$ cat config.mk
export PLATFORM = sky130hd
export DESIGN_NAME = dcache_wt_flat
export DESIGN_NICKNAME = d
export VERILOG_FILES = /design/src/rtl/dcache_wt_if.sv /design/src/rtl/dcache_wt.sv /design/src/flat_wrapper.sv
export SDC_FILE = /design/constraint.sdc
export NUM_CORES = 1
export LEC_CHECK = 0
export CAP_MARGIN = 10
export CORE_MARGIN = 2
export CORE_UTILIZATION = 55
export CTS_CLUSTER_DIAMETER = 200
export CTS_CLUSTER_SIZE = 40
export DETAILED_ROUTE_END_ITERATION = 8
export GPL_TIMING_DRIVEN = 0
export MAX_ROUTING_LAYER = met4
export PLACE_DENSITY = 0.88
export SLEW_MARGIN = 15
export SYNTH_ARGS = -nofsm -noshare
export SYNTH_HDL_FRONTEND = slang
export SYNTH_SLANG_ARGS = --single-unit
$ cat constraint.sdc
create_clock -name clk_i -period 9.29 [get_ports clk_i]
set_input_delay 1.858 -clock clk_i [delete_from_list [all_inputs] [get_ports clk_i]]
set_output_delay 1.858 -clock clk_i [all_outputs]
set_load 0.02 [all_outputs]
$ cat src/rtl/dcache_wt_if.sv
// Pipeline-side and memory-side signals of the write-through data cache.
// The master modport is the pipeline/memory environment; the slave modport is the cache.
interface dcache_wt_if #(
  parameter int unsigned DATA_WIDTH = 32,
  parameter int unsigned ADDR_WIDTH = 32,
  parameter int unsigned CNT_WIDTH  = 16
);
  logic                  re_i;
  logic                  we_i;
  logic [ADDR_WIDTH-1:0] addr_i;
  logic [DATA_WIDTH-1:0] wdata_i;
  logic                  invalidate_i;
  logic [DATA_WIDTH-1:0] rdata_o;
  logic                  stall_o;
  logic                  mem_req_o;
  logic                  mem_we_o;
  logic [ADDR_WIDTH-1:0] mem_addr_o;
  logic [DATA_WIDTH-1:0] mem_wdata_o;
  logic [DATA_WIDTH-1:0] mem_rdata_i;
  logic                  mem_ack_i;
  logic [CNT_WIDTH-1:0]  hit_count_o;
  logic [CNT_WIDTH-1:0]  miss_count_o;

  modport master (
    output re_i, we_i, addr_i, wdata_i, invalidate_i, mem_rdata_i, mem_ack_i,
    input  rdata_o, stall_o, mem_req_o, mem_we_o, mem_addr_o, mem_wdata_o,
           hit_count_o, miss_count_o
  );

  modport slave (
    input  re_i, we_i, addr_i, wdata_i, invalidate_i, mem_rdata_i, mem_ack_i,
    output rdata_o, stall_o, mem_req_o, mem_we_o, mem_addr_o, mem_wdata_o,
           hit_count_o, miss_count_o
  );
endinterface

$ cat src/rtl/dcache_wt.sv
// Direct-mapped, write-through, no-write-allocate data cache with one-word lines.
// Load hits return in the same cycle; load misses and all stores stall for a memory handshake.
module dcache_wt #(
  parameter int unsigned DATA_WIDTH = 32,
  parameter int unsigned ADDR_WIDTH = 32,
  parameter int unsigned INDEX_BITS = 3,
  parameter int unsigned CNT_WIDTH  = 16
) (
  input logic        clk_i,
  input logic        rst_i,
  dcache_wt_if.slave bus
);
  localparam int unsigned Lines   = 1 << INDEX_BITS;
  localparam int unsigned TagBits = ADDR_WIDTH - INDEX_BITS - 2;

  typedef enum logic [1:0] {StIdle, StFill, StWrite} state_e;

  state_e                state_q;
  logic [Lines-1:0]      valid_q;
  logic [TagBits-1:0]    tag_q  [Lines];
  logic [DATA_WIDTH-1:0] data_q [Lines];
  logic [CNT_WIDTH-1:0]  hit_cnt_q;
  logic [CNT_WIDTH-1:0]  miss_cnt_q;
  logic                  mem_req_q;
  logic                  mem_we_q;
  logic [ADDR_WIDTH-1:0] mem_addr_q;
  logic [DATA_WIDTH-1:0] mem_wdata_q;

  logic [INDEX_BITS-1:0] req_idx;
  logic [INDEX_BITS-1:0] fill_idx;
  logic [TagBits-1:0]    req_tag;
  logic [TagBits-1:0]    fill_tag;
  logic [ADDR_WIDTH-1:0] word_addr;
  logic                  hit;
  logic                  stall;
  logic [DATA_WIDTH-1:0] rdata;

  assign req_idx   = bus.addr_i[INDEX_BITS+1:2];
  assign req_tag   = bus.addr_i[ADDR_WIDTH-1:INDEX_BITS+2];
  assign word_addr = bus.addr_i & ~ADDR_WIDTH'(3);
  assign hit       = valid_q[req_idx] && (tag_q[req_idx] == req_tag);

  // Fills use the latched request address, never the live pipeline address.
  assign fill_idx  = mem_addr_q[INDEX_BITS+1:2];
  assign fill_tag  = mem_addr_q[ADDR_WIDTH-1:INDEX_BITS+2];

  always_comb begin
    stall = 1'b0;
    rdata = '0;
    unique case (state_q)
      StIdle: begin
        if (bus.we_i) begin
          stall = 1'b1;
        end else if (bus.re_i) begin
          if (hit) rdata = data_q[req_idx];
          else     stall = 1'b1;
        end
      end
      StFill: begin
        if (bus.mem_ack_i) rdata = bus.mem_rdata_i;
        else               stall = 1'b1;
      end
      StWrite: stall = !bus.mem_ack_i;
      default: ;
    endcase
  end

  always_ff @(posedge clk_i) begin
    if (!rst_i) begin
      state_q     <= StIdle;
      valid_q     <= '0;
      hit_cnt_q   <= '0;
      miss_cnt_q  <= '0;
      mem_req_q   <= 1'b0;
      mem_we_q    <= 1'b0;
      mem_addr_q  <= '0;
      mem_wdata_q <= '0;
    end else begin
      unique case (state_q)
        StIdle: begin
          if (bus.we_i) begin
            mem_req_q   <= 1'b1;
            mem_we_q    <= 1'b1;
            mem_addr_q  <= word_addr;
            mem_wdata_q <= bus.wdata_i;
            if (hit) data_q[req_idx] <= bus.wdata_i;
            state_q     <= StWrite;
          end else if (bus.re_i) begin
            if (hit) begin
              if (hit_cnt_q != '1) hit_cnt_q <= hit_cnt_q + CNT_WIDTH'(1);
            end else begin
              mem_req_q  <= 1'b1;
              mem_we_q   <= 1'b0;
              mem_addr_q <= word_addr;
              if (miss_cnt_q != '1) miss_cnt_q <= miss_cnt_q + CNT_WIDTH'(1);
              state_q    <= StFill;
            end
          end else if (bus.invalidate_i) begin
            valid_q <= '0;
          end
        end
        StFill: begin
          if (bus.mem_ack_i) begin
            data_q[fill_idx]  <= bus.mem_rdata_i;
            tag_q[fill_idx]   <= fill_tag;
            valid_q[fill_idx] <= 1'b1;
            mem_req_q         <= 1'b0;
            state_q           <= StIdle;
          end
        end
        StWrite: begin
          if (bus.mem_ack_i) begin
            mem_req_q <= 1'b0;
            state_q   <= StIdle;
          end
        end
        default: state_q <= StIdle;
      endcase
    end
  end

  assign bus.rdata_o      = rdata;
  assign bus.stall_o      = stall;
  assign bus.mem_req_o    = mem_req_q;
  assign bus.mem_we_o     = mem_we_q;
  assign bus.mem_addr_o   = mem_addr_q;
  assign bus.mem_wdata_o  = mem_wdata_q;
  assign bus.hit_count_o  = hit_cnt_q;
  assign bus.miss_count_o = miss_cnt_q;
endmodule
$ cat src/flat_wrapper.sv
// flat-port wrapper written by rule: the top's interface ports become plain ports
module dcache_wt_flat 
#(
  parameter int unsigned DATA_WIDTH = 32,
  parameter int unsigned ADDR_WIDTH = 32,
  parameter int unsigned INDEX_BITS = 3,
  parameter int unsigned CNT_WIDTH  = 16
)
  (clk_i, rst_i, bus_re_i, bus_we_i, bus_addr_i, bus_wdata_i, bus_invalidate_i, bus_mem_rdata_i, bus_mem_ack_i, bus_rdata_o, bus_stall_o, bus_mem_req_o, bus_mem_we_o, bus_mem_addr_o, bus_mem_wdata_o, bus_hit_count_o, bus_miss_count_o);
  dcache_wt_if #(.DATA_WIDTH(DATA_WIDTH), .ADDR_WIDTH(ADDR_WIDTH), .CNT_WIDTH(CNT_WIDTH)) bus_i ();
  input logic clk_i;
  input logic rst_i;
  input wire logic [$bits(bus_i.re_i)-1:0] bus_re_i;
  input wire logic [$bits(bus_i.we_i)-1:0] bus_we_i;
  input wire logic [$bits(bus_i.addr_i)-1:0] bus_addr_i;
  input wire logic [$bits(bus_i.wdata_i)-1:0] bus_wdata_i;
  input wire logic [$bits(bus_i.invalidate_i)-1:0] bus_invalidate_i;
  input wire logic [$bits(bus_i.mem_rdata_i)-1:0] bus_mem_rdata_i;
  input wire logic [$bits(bus_i.mem_ack_i)-1:0] bus_mem_ack_i;
  output wire logic [$bits(bus_i.rdata_o)-1:0] bus_rdata_o;
  output wire logic [$bits(bus_i.stall_o)-1:0] bus_stall_o;
  output wire logic [$bits(bus_i.mem_req_o)-1:0] bus_mem_req_o;
  output wire logic [$bits(bus_i.mem_we_o)-1:0] bus_mem_we_o;
  output wire logic [$bits(bus_i.mem_addr_o)-1:0] bus_mem_addr_o;
  output wire logic [$bits(bus_i.mem_wdata_o)-1:0] bus_mem_wdata_o;
  output wire logic [$bits(bus_i.hit_count_o)-1:0] bus_hit_count_o;
  output wire logic [$bits(bus_i.miss_count_o)-1:0] bus_miss_count_o;
  assign bus_i.re_i = bus_re_i;
  assign bus_i.we_i = bus_we_i;
  assign bus_i.addr_i = bus_addr_i;
  assign bus_i.wdata_i = bus_wdata_i;
  assign bus_i.invalidate_i = bus_invalidate_i;
  assign bus_i.mem_rdata_i = bus_mem_rdata_i;
  assign bus_i.mem_ack_i = bus_mem_ack_i;
  assign bus_rdata_o = bus_i.rdata_o;
  assign bus_stall_o = bus_i.stall_o;
  assign bus_mem_req_o = bus_i.mem_req_o;
  assign bus_mem_we_o = bus_i.mem_we_o;
  assign bus_mem_addr_o = bus_i.mem_addr_o;
  assign bus_mem_wdata_o = bus_i.mem_wdata_o;
  assign bus_hit_count_o = bus_i.hit_count_o;
  assign bus_miss_count_o = bus_i.miss_count_o;
  dcache_wt #(.DATA_WIDTH(DATA_WIDTH), .ADDR_WIDTH(ADDR_WIDTH), .INDEX_BITS(INDEX_BITS), .CNT_WIDTH(CNT_WIDTH)) u_core (.clk_i(clk_i), .rst_i(rst_i), .bus(bus_i));
endmodule
==> reports/metrics.csv <==
metric;value;unit
drv_cap;0;
slew_headroom;0.2743;
grt_start_max_net_pins;42;
groute.usage.overall;0.2882;
antenna_found_initial;3;
yosysTopAreaCell;edfxtp_1;
setup_viol;0;
hold_path.class;reg -> reg;
clock_latency;580;ps
status;finished, final reports clean;
start_util;0.5563;
seq_area_frac_synth;0.6984;
cts_hold_buf;0;
drive_above_1_share;0.1293;
crit_arrival;6970;ps
fin_skew;36.89;ps
fmaxAchievable;113.3;MHz
synth_area_per_cell;15.87;um^2
synth_top_area_frac;0.6074;
worst_slew_pin_slew;1089;ps
place.gp.congestion;0.8633;
worstSetupEndpointType;primary output;
crit_type;in -> out;
core.rowCount;75;
cts_buffers;18;
cp_max_fo;10;
synth_enable_flop_cells;472;
grt_pass1_vias;15010;
ys_top_cells_by_area;edfxtp_1 61%, mux4_2 9.9%, dfxtp_1 9.1%, mux2i_1 4.1%, nand2_1 2.7%;
drt.antenna.violating_nets;0;
yosysMostFrequentCell;edfxtp_1;
ys_types;53;
rsz0062_at_grt;no;
syn_to_final_growth;17.17;%
io_buffers;225;
ctsResizeCount;0;
grt_first_pass_wirelength;91490;um
drc;0;
layout_setup_ws;464.2;ps
finalHoldViolCount;0;
place_ws;616.9;ps
postCtsSetupBuffers;0;
critPathRequiredTime;7430;ps
ys.flop_type;edfxtp_1;
period_share;0.9500;
clk_path_buf_depth;3;
ys_ff_latch;578;
ir_drop;0.0001465;V
htreeDepth;1;
cts_sinks;578;
ios;233;
drv_slew;0;
coreArea;0.04195;mm^2
tritoncts;built;
die_h;210.0;um
yosys_warnings;0;
p_leak;8.962;nW
path_clk_slew;130;ps
nets;1852;
p_per_area;171.2;mW/mm^2
drtPass1Iterations;7;
vias;14880;
drt_wl_total;62090;um
fp.dieW;210.0;um
min_period;8826;ps
hpwlAfterDp;42710;um
netlist_instances;1470;
cts_root_buf;clkbuf_16;
tns;0;ps
overflow;0;
synthTopCellsByCount;472 x edfxtp_1, 169 x nand2_1, 106 x dfxtp_1, 103 x mux4_2, 95 x mux2i_1;
syn_area;0.02333;mm^2
die_area;0.04409;mm^2
wl_per_cell;27.02;um
vias_per_cell;6.473;
ys_async_sr_fraction;0;
drtIter0Drc;1934;
start_kind;input port;
-- registers in the layout (all words and copies together), names as in the netlist --
signal,cells
u_core.valid_q,8
u_core.bus.mem_we_o,1
u_core.bus.mem_addr_o,30
u_core.state_q,2
u_core.bus.miss_count_o,16
u_core.bus.mem_wdata_o,32
u_core.bus.hit_count_o,16
u_core.tag_q,216
u_core.data_q,256
u_core.bus.mem_req_o,1
-- cell usage in the layout, fill, tap and decap left out, drive strengths merged, types with 53 or more instances in the layout --
| cell type | synthesis | final |
|---|---|---|
| a21oi | 53 | 53 |
| buf | 34 | 62 |
| clkbuf | 55 | 86 |
| clkdlybuf4s50 | 0 | 225 |
| dfxtp | 106 | 106 |
| edfxtp | 472 | 472 |
| mux2i | 95 | 95 |
| mux4 | 103 | 103 |
| nand2 | 170 | 170 |
| o21ai | 71 | 71 |
-- cell families after synthesis --
| kind of cell | synth area share |
|---|---|
| flip-flops | 0.6984 |
| adder cells (fa/ha/maj) | 0.003217 |
| AND/OR/NAND/NOR | 0.06960 |
| XOR/XNOR | 0.009008 |
| other | 0.0001607 |
| AO/OA/AOI/OAI | 0.04392 |
| multiplexers | 0.1580 |
| buffers and inverters | 0.01770 |
-- where the power goes --
group / internal [W] / switching, W
Sequential: 0.00288 / 0.0000612
Clock: 0.000399 / 0.000735
Combinational: 0.000238 / 0.000372
-- per-stage QoR --
| step | std cells | hold slack, ps | area (um^2) | power (W) | utilization |
|---|---|---|---|---|---|
| 6_report | 2298 | 462.3 | 27340 | 0.004682 | 0.6518 |
| 4_1_cts | 2295 | 463.5 | 27330 | 0.004673 | 0.6516 |
| 5_1_grt | 2298 | 478.9 | 27340 | 0.004802 | 0.6518 |
| 3_3_place_gp | 2235 | 442.2 | 26260 | 0.003550 | 0.6261 |
| 2_1_floorplan | 1471 | 431.5 | 23340 | 0.003293 | - |
| 3_5_place_dp | 2263 | 446.2 | 26780 | 0.003586 | 0.6385 |
-- worst max-delay path, cell delays in order --
cell	delay (ps)
buf_2	150
clkbuf_1	590
buf_2	460
mux2i_1	270
xnor2_1	100
nor4_1	600
nand4_1	270
nor4_4	860
nand2_2	370
clkbuf_1	330
o21ai_0	360
clkdlybuf4s50_1	720
-- final timing paths --
kind,cells past startpoint,slack (ps),startpoint,end
max,12,460,bus_addr_i[2],bus_rdata_o[16]
min,2,460,u_core.bus.mem_wdata_o[9],u_core.bus.mem_wdata_o[9]
max reg2reg,10,4280,u_core.tag_q[0][1],u_core.data_q[6][0]
min reg2reg,2,460,u_core.bus.mem_wdata_o[9],u_core.bus.mem_wdata_o[9]
-- layout make-up --
type / count / area [um^2]
Antenna cell: 3 / 7.507
Buffer: 89 / 379.1
Clock buffer: 31 / 520.5
Clock inverter: 1 / 30.03
Fill cell: 2713 / 14610
Inverter: 9 / 33.78
Multi-Input combinational cell: 795 / 6738
Sequential cell: 578 / 16300
Tap cell: 539 / 674.4
Timing Repair Buffer: 253 / 2661
-- per-layer routing --
metal,global-route usage,vias up,share of wire
met1,0.3603,7414,0.36
li1,-,6181,-
met2,0.4642,1103,0.49
met5,-,-,0
met3,0.06138,178,0.11
met4,0.1179,0,0.041
Note: power is estimated with default switching activity, not from simulation.
